### src/rtl/updown_counter_ext_if.sv
// Control/status bundle for updown_counter_ext: the game logic drives the
// controls (master), the counter answers with count, tc and bound flags (slave).
interface updown_counter_ext_if #(
  parameter int WIDTH  = 5,
  parameter int STEP_W = 4
);
  logic              enable;
  logic              up;
  logic              load;
  logic [WIDTH-1:0]  load_val;
  logic [STEP_W-1:0] step;
  logic [1:0]        mode;
  logic [WIDTH-1:0]  count;
  logic              tc;
  logic              at_min;
  logic              at_max;

  modport master (
    output enable, up, load, load_val, step, mode,
    input  count, tc, at_min, at_max
  );

  modport slave (
    input  enable, up, load, load_val, step, mode,
    output count, tc, at_min, at_max
  );
endinterface

### src/rtl/updown_counter_ext.sv
// Up/down range counter [MIN,MAX] with variable step, clamped load, wrap/saturate
// modes and a terminal-count pulse. Define COUNTER_PINGPONG_EN to make mode 10 ping-pong.
module updown_counter_ext #(
  parameter int MIN    = 0,
  parameter int MAX    = 20,
  parameter int WIDTH  = $clog2(MAX + 1),
  parameter int STEP_W = 4
) (
  input logic                 clk,
  input logic                 reset,
  updown_counter_ext_if.slave bus
);
  localparam int EW = WIDTH + STEP_W + 1;
  localparam logic [EW-1:0] C_MIN   = EW'(MIN);
  localparam logic [EW-1:0] C_MAX   = EW'(MAX);
  localparam logic [EW-1:0] C_RANGE = EW'(MAX - MIN + 1);

  typedef enum logic [1:0] {
    MODE_WRAP  = 2'b00,
    MODE_SAT   = 2'b01,
    MODE_PP    = 2'b10,
    MODE_WRAP2 = 2'b11
  } mode_e;

  logic [WIDTH-1:0] r_count;
  logic             r_tc;
  logic [WIDTH-1:0] w_next_count;
  logic             w_next_tc;

  logic [EW-1:0] w_cnt, w_stp, w_sum, w_sub, w_dn_diff, w_lv, w_lv_diff;
  logic [EW-1:0] w_wrap_up, w_wrap_dn;
  logic          w_up_over, w_dn_under;

  assign w_cnt      = EW'(r_count);
  assign w_stp      = EW'(bus.step);
  assign w_sum      = w_cnt + w_stp;
  assign w_sub      = w_cnt - w_stp;
  // Sign bit of the difference flags underflow without comparing against a zero MIN.
  assign w_dn_diff  = w_sub - C_MIN;
  assign w_dn_under = w_dn_diff[EW-1];
  assign w_up_over  = (w_sum > C_MAX);
  assign w_wrap_up  = C_MIN + ((w_sum - C_MAX - EW'(1)) % C_RANGE);
  assign w_wrap_dn  = C_MAX - ((C_MIN - w_sub - EW'(1)) % C_RANGE);
  assign w_lv       = EW'(bus.load_val);
  assign w_lv_diff  = w_lv - C_MIN;

`ifdef COUNTER_PINGPONG_EN
  localparam logic [EW-1:0] C_SPAN  = EW'(MAX - MIN);
  localparam logic [EW-1:0] C_SPAN2 = EW'(2 * (MAX - MIN));

  logic          r_dir;
  logic          w_next_dir;
  logic [EW-1:0] w_pos, w_q, w_r, w_fold, w_pp_val;

  // Fold the travel distance into one bounce period, measured from the bound we leave.
  assign w_pos    = r_dir ? (w_cnt - C_MIN) : (C_MAX - w_cnt);
  assign w_q      = w_pos + w_stp;
  assign w_r      = w_q % C_SPAN2;
  assign w_fold   = (w_r < C_SPAN) ? w_r : (C_SPAN2 - w_r);
  assign w_pp_val = r_dir ? (C_MIN + w_fold) : (C_MAX - w_fold);
`endif

  always_comb begin
    // NOTE: every combinational output gets a default first so no path leaves it unassigned (no latch).
    w_next_count = r_count;
    w_next_tc    = 1'b0;
`ifdef COUNTER_PINGPONG_EN
    w_next_dir   = r_dir;
`endif
    if (bus.load) begin
      if (w_lv_diff[EW-1])   w_next_count = WIDTH'(C_MIN);
      else if (w_lv > C_MAX) w_next_count = WIDTH'(C_MAX);
      else                   w_next_count = bus.load_val;
    end else if (bus.enable && (bus.step != '0)) begin
      case (mode_e'(bus.mode))
        MODE_SAT: begin
          if (bus.up) begin
            if (w_sum >= C_MAX) begin
              w_next_count = WIDTH'(C_MAX);
              w_next_tc    = (w_cnt != C_MAX);
            end else begin
              w_next_count = WIDTH'(w_sum);
            end
          end else begin
            if (w_dn_under || (w_sub == C_MIN)) begin
              w_next_count = WIDTH'(C_MIN);
              w_next_tc    = (w_cnt != C_MIN);
            end else begin
              w_next_count = WIDTH'(w_sub);
            end
          end
        end
`ifdef COUNTER_PINGPONG_EN
        MODE_PP: begin
          w_next_count = WIDTH'(w_pp_val);
          w_next_tc    = (w_q >= C_SPAN);
          w_next_dir   = (w_r >= C_SPAN) ? ~r_dir : r_dir;
        end
`endif
        default: begin
          if (bus.up) begin
            w_next_count = w_up_over ? WIDTH'(w_wrap_up) : WIDTH'(w_sum);
            w_next_tc    = w_up_over;
          end else begin
            w_next_count = w_dn_under ? WIDTH'(w_wrap_dn) : WIDTH'(w_sub);
            w_next_tc    = w_dn_under;
          end
        end
      endcase
    end
  end

  // NOTE: state registers use non-blocking assignments so all flops update together at the edge.
  always_ff @(posedge clk) begin
    if (reset) begin
      r_count <= WIDTH'(C_MIN);
      r_tc    <= 1'b0;
`ifdef COUNTER_PINGPONG_EN
      r_dir   <= 1'b1;
`endif
    end else begin
      r_count <= w_next_count;
      r_tc    <= w_next_tc;
`ifdef COUNTER_PINGPONG_EN
      r_dir   <= w_next_dir;
`endif
    end
  end

  assign bus.count  = r_count;
  assign bus.tc     = r_tc;
  assign bus.at_min = (r_count == WIDTH'(C_MIN));
  assign bus.at_max = (r_count == WIDTH'(C_MAX));
endmodule

### src/flat_wrapper.sv
// flat-port wrapper written by rule: the top's interface ports become plain ports
module updown_counter_ext_flat 
#(
  parameter int MIN    = 0,
  parameter int MAX    = 20,
  parameter int WIDTH  = $clog2(MAX + 1),
  parameter int STEP_W = 4
)
  (clk, reset, bus_enable, bus_up, bus_load, bus_load_val, bus_step, bus_mode, bus_count, bus_tc, bus_at_min, bus_at_max);
  updown_counter_ext_if #(.WIDTH(WIDTH), .STEP_W(STEP_W)) bus_i ();
  input logic clk;
  input logic reset;
  input wire logic [$bits(bus_i.enable)-1:0] bus_enable;
  input wire logic [$bits(bus_i.up)-1:0] bus_up;
  input wire logic [$bits(bus_i.load)-1:0] bus_load;
  input wire logic [$bits(bus_i.load_val)-1:0] bus_load_val;
  input wire logic [$bits(bus_i.step)-1:0] bus_step;
  input wire logic [$bits(bus_i.mode)-1:0] bus_mode;
  output wire logic [$bits(bus_i.count)-1:0] bus_count;
  output wire logic [$bits(bus_i.tc)-1:0] bus_tc;
  output wire logic [$bits(bus_i.at_min)-1:0] bus_at_min;
  output wire logic [$bits(bus_i.at_max)-1:0] bus_at_max;
  assign bus_i.enable = bus_enable;
  assign bus_i.up = bus_up;
  assign bus_i.load = bus_load;
  assign bus_i.load_val = bus_load_val;
  assign bus_i.step = bus_step;
  assign bus_i.mode = bus_mode;
  assign bus_count = bus_i.count;
  assign bus_tc = bus_i.tc;
  assign bus_at_min = bus_i.at_min;
  assign bus_at_max = bus_i.at_max;
  updown_counter_ext #(.MIN(MIN), .MAX(MAX), .WIDTH(WIDTH), .STEP_W(STEP_W)) u_core (.clk(clk), .reset(reset), .bus(bus_i));
endmodule
### config.mk
export PLATFORM = sky130hd
export DESIGN_NAME = updown_counter_ext_flat
export DESIGN_NICKNAME = d
export VERILOG_FILES = /design/src/rtl/updown_counter_ext_if.sv /design/src/rtl/updown_counter_ext.sv /design/src/flat_wrapper.sv
export SDC_FILE = /design/constraint.sdc
export NUM_CORES = 1
export LEC_CHECK = 0
export BUFFER_PORTS_ARGS = -buffer_cell sky130_fd_sc_hd__buf_2
export CORE_ASPECT_RATIO = 0.6
export CORE_MARGIN = 3
export CORE_UTILIZATION = 35
export CTS_BUF_LIST = sky130_fd_sc_hd__clkbuf_4 sky130_fd_sc_hd__clkbuf_8
export DETAILED_ROUTE_END_ITERATION = 8
export PLACE_DENSITY_LB_ADDON = 0.15
export SLEW_MARGIN = 20
export SYNTH_ARGS = -nofsm -noshare
export SYNTH_HDL_FRONTEND = slang
export SYNTH_SLANG_ARGS = --single-unit
### constraint.sdc
create_clock -name clk -period 19.6 [get_ports clk]
set_clock_uncertainty 0.05 [all_clocks]
set_input_delay 2.94 -clock clk [delete_from_list [all_inputs] [get_ports clk]]
set_output_delay 2.94 -clock clk [all_outputs]
set_load 0.005 [all_outputs]
==> results.yml <==
clock_network:
  holdBufCountCts: 0
  cts-root-buf: "clkbuf_8"
  cts_buffer_depth: 2
  clk_latency_ps: 220
  clk_pin_slew_ps: 40
  clkSinkCount: 6
  cts_tree: "yes"
  cts.htree.levels: 1
  cts_setup_buffers: 0
  cts_resized: 0
  cts_buffers: 3
yosys:
  synth_top_family_by_area: "compound AO/OA/AOI/OAI gates"
  synth_edf_count: 0
  yosysWarnings: 0
  yosys.cell_types.count: 80
  synth_fa_ha_area_share_pct: 12.6
  syn_inst: 337
  syn-num-nets: 376
  avgSynthCellArea_um2: 7.15
  synthFlopType: "dfxtp_1"
  async_flop_share_pct: 0
  seq_area_frac_synth_pct: 4.98
  synth_area_um2: 2410
  synth-simple-area-share_pct: 29.0
  yosys-mux-area-fraction_pct: 1.66
  synth_compound_area_share_pct: 38.0
  synth-xor-area-share_pct: 7.37
  ys_ff_latch: 6
finish:
  drive_gt1_share_pct: 16.4
  final_area_um2: 2610
  nets: 394
  utilization_pct: 40.9
  n_antenna_cell: 0
  multi_input_area_um2: 2130
  regArea_um2: 120
  area_delta_synth_final_pct: 8.41
  fill_cells: 686
global_route:
  antenna_found_initial: 0
  gr-total-overflow: 0
  first_global_vias: 2307
  grt_pass1_wl_um: 12100
  grt_usage_pct: 18.5
  grt_max_degree: 19
timing:
  slew_headroom_pct: 58.6
  rsz0062_at_grt: "no"
  min_period_over_period_pct: 47.6
  fin_crit_ps: 9320
  worstMarginPinSlew_ps: 621
  fin_setup_tns_ps: 0
  clock.fmax_mhz: 107
  slew_viol_final: 0
  holdWs_ps: 634
  setup_viol: 0
  hold_viol_final: 0
floorplan:
  die_area_um2: 7950
  rows: 22
  die_h_um: 70.3
  start_util_pct: 37.8
  core_um2: 6390
  num_io_pins: 24
  die_w_um: 113
min_path:
  min_path_cells: 2
  hold-path-endpoint: "u_core.bus.count[1]"
  hp-class: "flop to flop"
  worstHoldStart: "u_core.bus.count[1]"
detailed_routing:
  vias: 2692
  wirelength_um: 7580
  avgViaCountPerCell: 6.16
  drtIter0Drc: 199
  dr.pass1.iters: 4
  drc: 0
  ant_nets: 0
  wire_per_inst_um: 17.3
critical_path:
  arrival_ps: 9430
  r2r_cells: 27
  cp_max_fo: 9
  required_ps: 19710
  r2r-start: "u_core.bus.count[0]"
  rrSetupSlack_ps: 12510
  path_class: "input port to flop"
  cp-end-kind: "flop"
  critPathLaunchType: "input port"
  rr_endpoint: "u_core.bus.count[4]"
place:
  gp_congestion: 0.882
  port_buffers: 23
  hpwl_um: 6160
  placed_area_um2: 2570
outcome:
  status: "completed"
job:
  max_cap_viol_count: 0
worst max path at each step:
stage	end	startpoint
global placement	u_core.bus.count[4]	bus_step[0]
floorplan	u_core.bus.count[4]	bus_step[0]
detailed placement	u_core.bus.count[4]	bus_step[0]
global route	u_core.bus.count[4]	bus_step[0]
finish	u_core.bus.count[4]	bus_step[0]
CTS	u_core.bus.count[4]	bus_step[0]
stage by stage:
stage | worst slack (ps) | instances
floorplan | 11120 | 337
global placement | 10360 | 434
detailed placement | 10240 | 434
CTS | 10440 | 437
global route | 9810 | 437
finish | 10280 | 437
logic make-up after synthesis:
logic type	count (synthesis)
adders and majority gates	23
and+or+nand+nor	133
AOI/OAI and AO/OA	119
muxes	4
DFF	6
xor gates and xnor gates	17
buffers and inverters	35
flip-flops by register name, summed over array words and instances (netlist names):
register / cells
u_core.bus.tc: 1
u_core.bus.count: 5
critical path, stage by stage:
cell and delay (ps):
buf_2 120, ha_1 210, fa_1 490, nand2b_1 200, a21oi_2 190, xor2_2 410
or2_1 380, xor2_1 150, ha_1 240, a21o_1 160, a311o_1 350, nor3_4 300
o2111ai_1 210, nand2_1 180, a21oi_2 60, xnor2_1 470, ha_1 340, inv_1 120
nor3_1 330, o31ai_4 140, xnor2_1 190, ha_1 270, a21oi_1 70, o211ai_2 160
o311ai_1 130, or4_1 520, nand3_1 90
layer usage:
metal / share of wire (%) / global-route usage (%) / wire length [µm]
met3: 5.2 / 1.65 / 392
met2: 37 / 23.8 / 2790
met5: 0 / 0 / 0
met4: 0 / 0.400 / 0
met1: 58 / 32.7 / 4400
cells in the mapped netlist, types with 4 or more instances:
| cell | n | area (µm²) |
|---|---|---|
| nand2b_1 | 7 | 43.8 |
| nor3_1 | 15 | 75.1 |
| mux2i_1 | 4 | 40.0 |
| inv_1 | 22 | 82.6 |
| a21oi_1 | 21 | 105 |
| o21ai_2 | 4 | 35.0 |
| o211a_1 | 4 | 40.0 |
| xor2_1 | 4 | 35.0 |
| nand3_1 | 9 | 45.0 |
| o21ai_0 | 16 | 80.1 |
| o21a_1 | 4 | 30.0 |
| a31oi_1 | 8 | 50.1 |
| nor2_1 | 38 | 143 |
| a21o_1 | 5 | 37.5 |
| or3_1 | 5 | 31.3 |
| buf_4 | 4 | 30.0 |
| ha_1 | 21 | 263 |
| xnor2_1 | 10 | 87.6 |
| dfxtp_1 | 6 | 120 |
| nand2_1 | 30 | 113 |
| o211ai_1 | 4 | 30.0 |
placed cells by master, fill, tap and decap left out, types with 4 or more instances in the layout:
cell,n
o21ai_2,4
mux2i_1,4
a21oi_1,21
o211ai_1,4
dfxtp_1,6
o211a_1,4
nor3_1,15
buf_2,23
inv_1,22
o21a_1,4
nand2_1,30
or3_1,5
nand3_1,9
xnor2_1,10
a21o_1,5
ha_1,21
nor2_1,38
xor2_1,4
a31oi_1,8
nand2b_1,7
o21ai_0,16
final cells by class:
class	instances	share of cell area, %
flip-flops and latches	6	4.60
repair buffers	24	4.69
clock buffers	3	1.58
well taps	84	4.02
multi-input cells	296	81.7
inverters	24	3.45
Power is not shown: default switching activity piles up to over one toggle a cycle in this logic, so the estimate is an artifact.
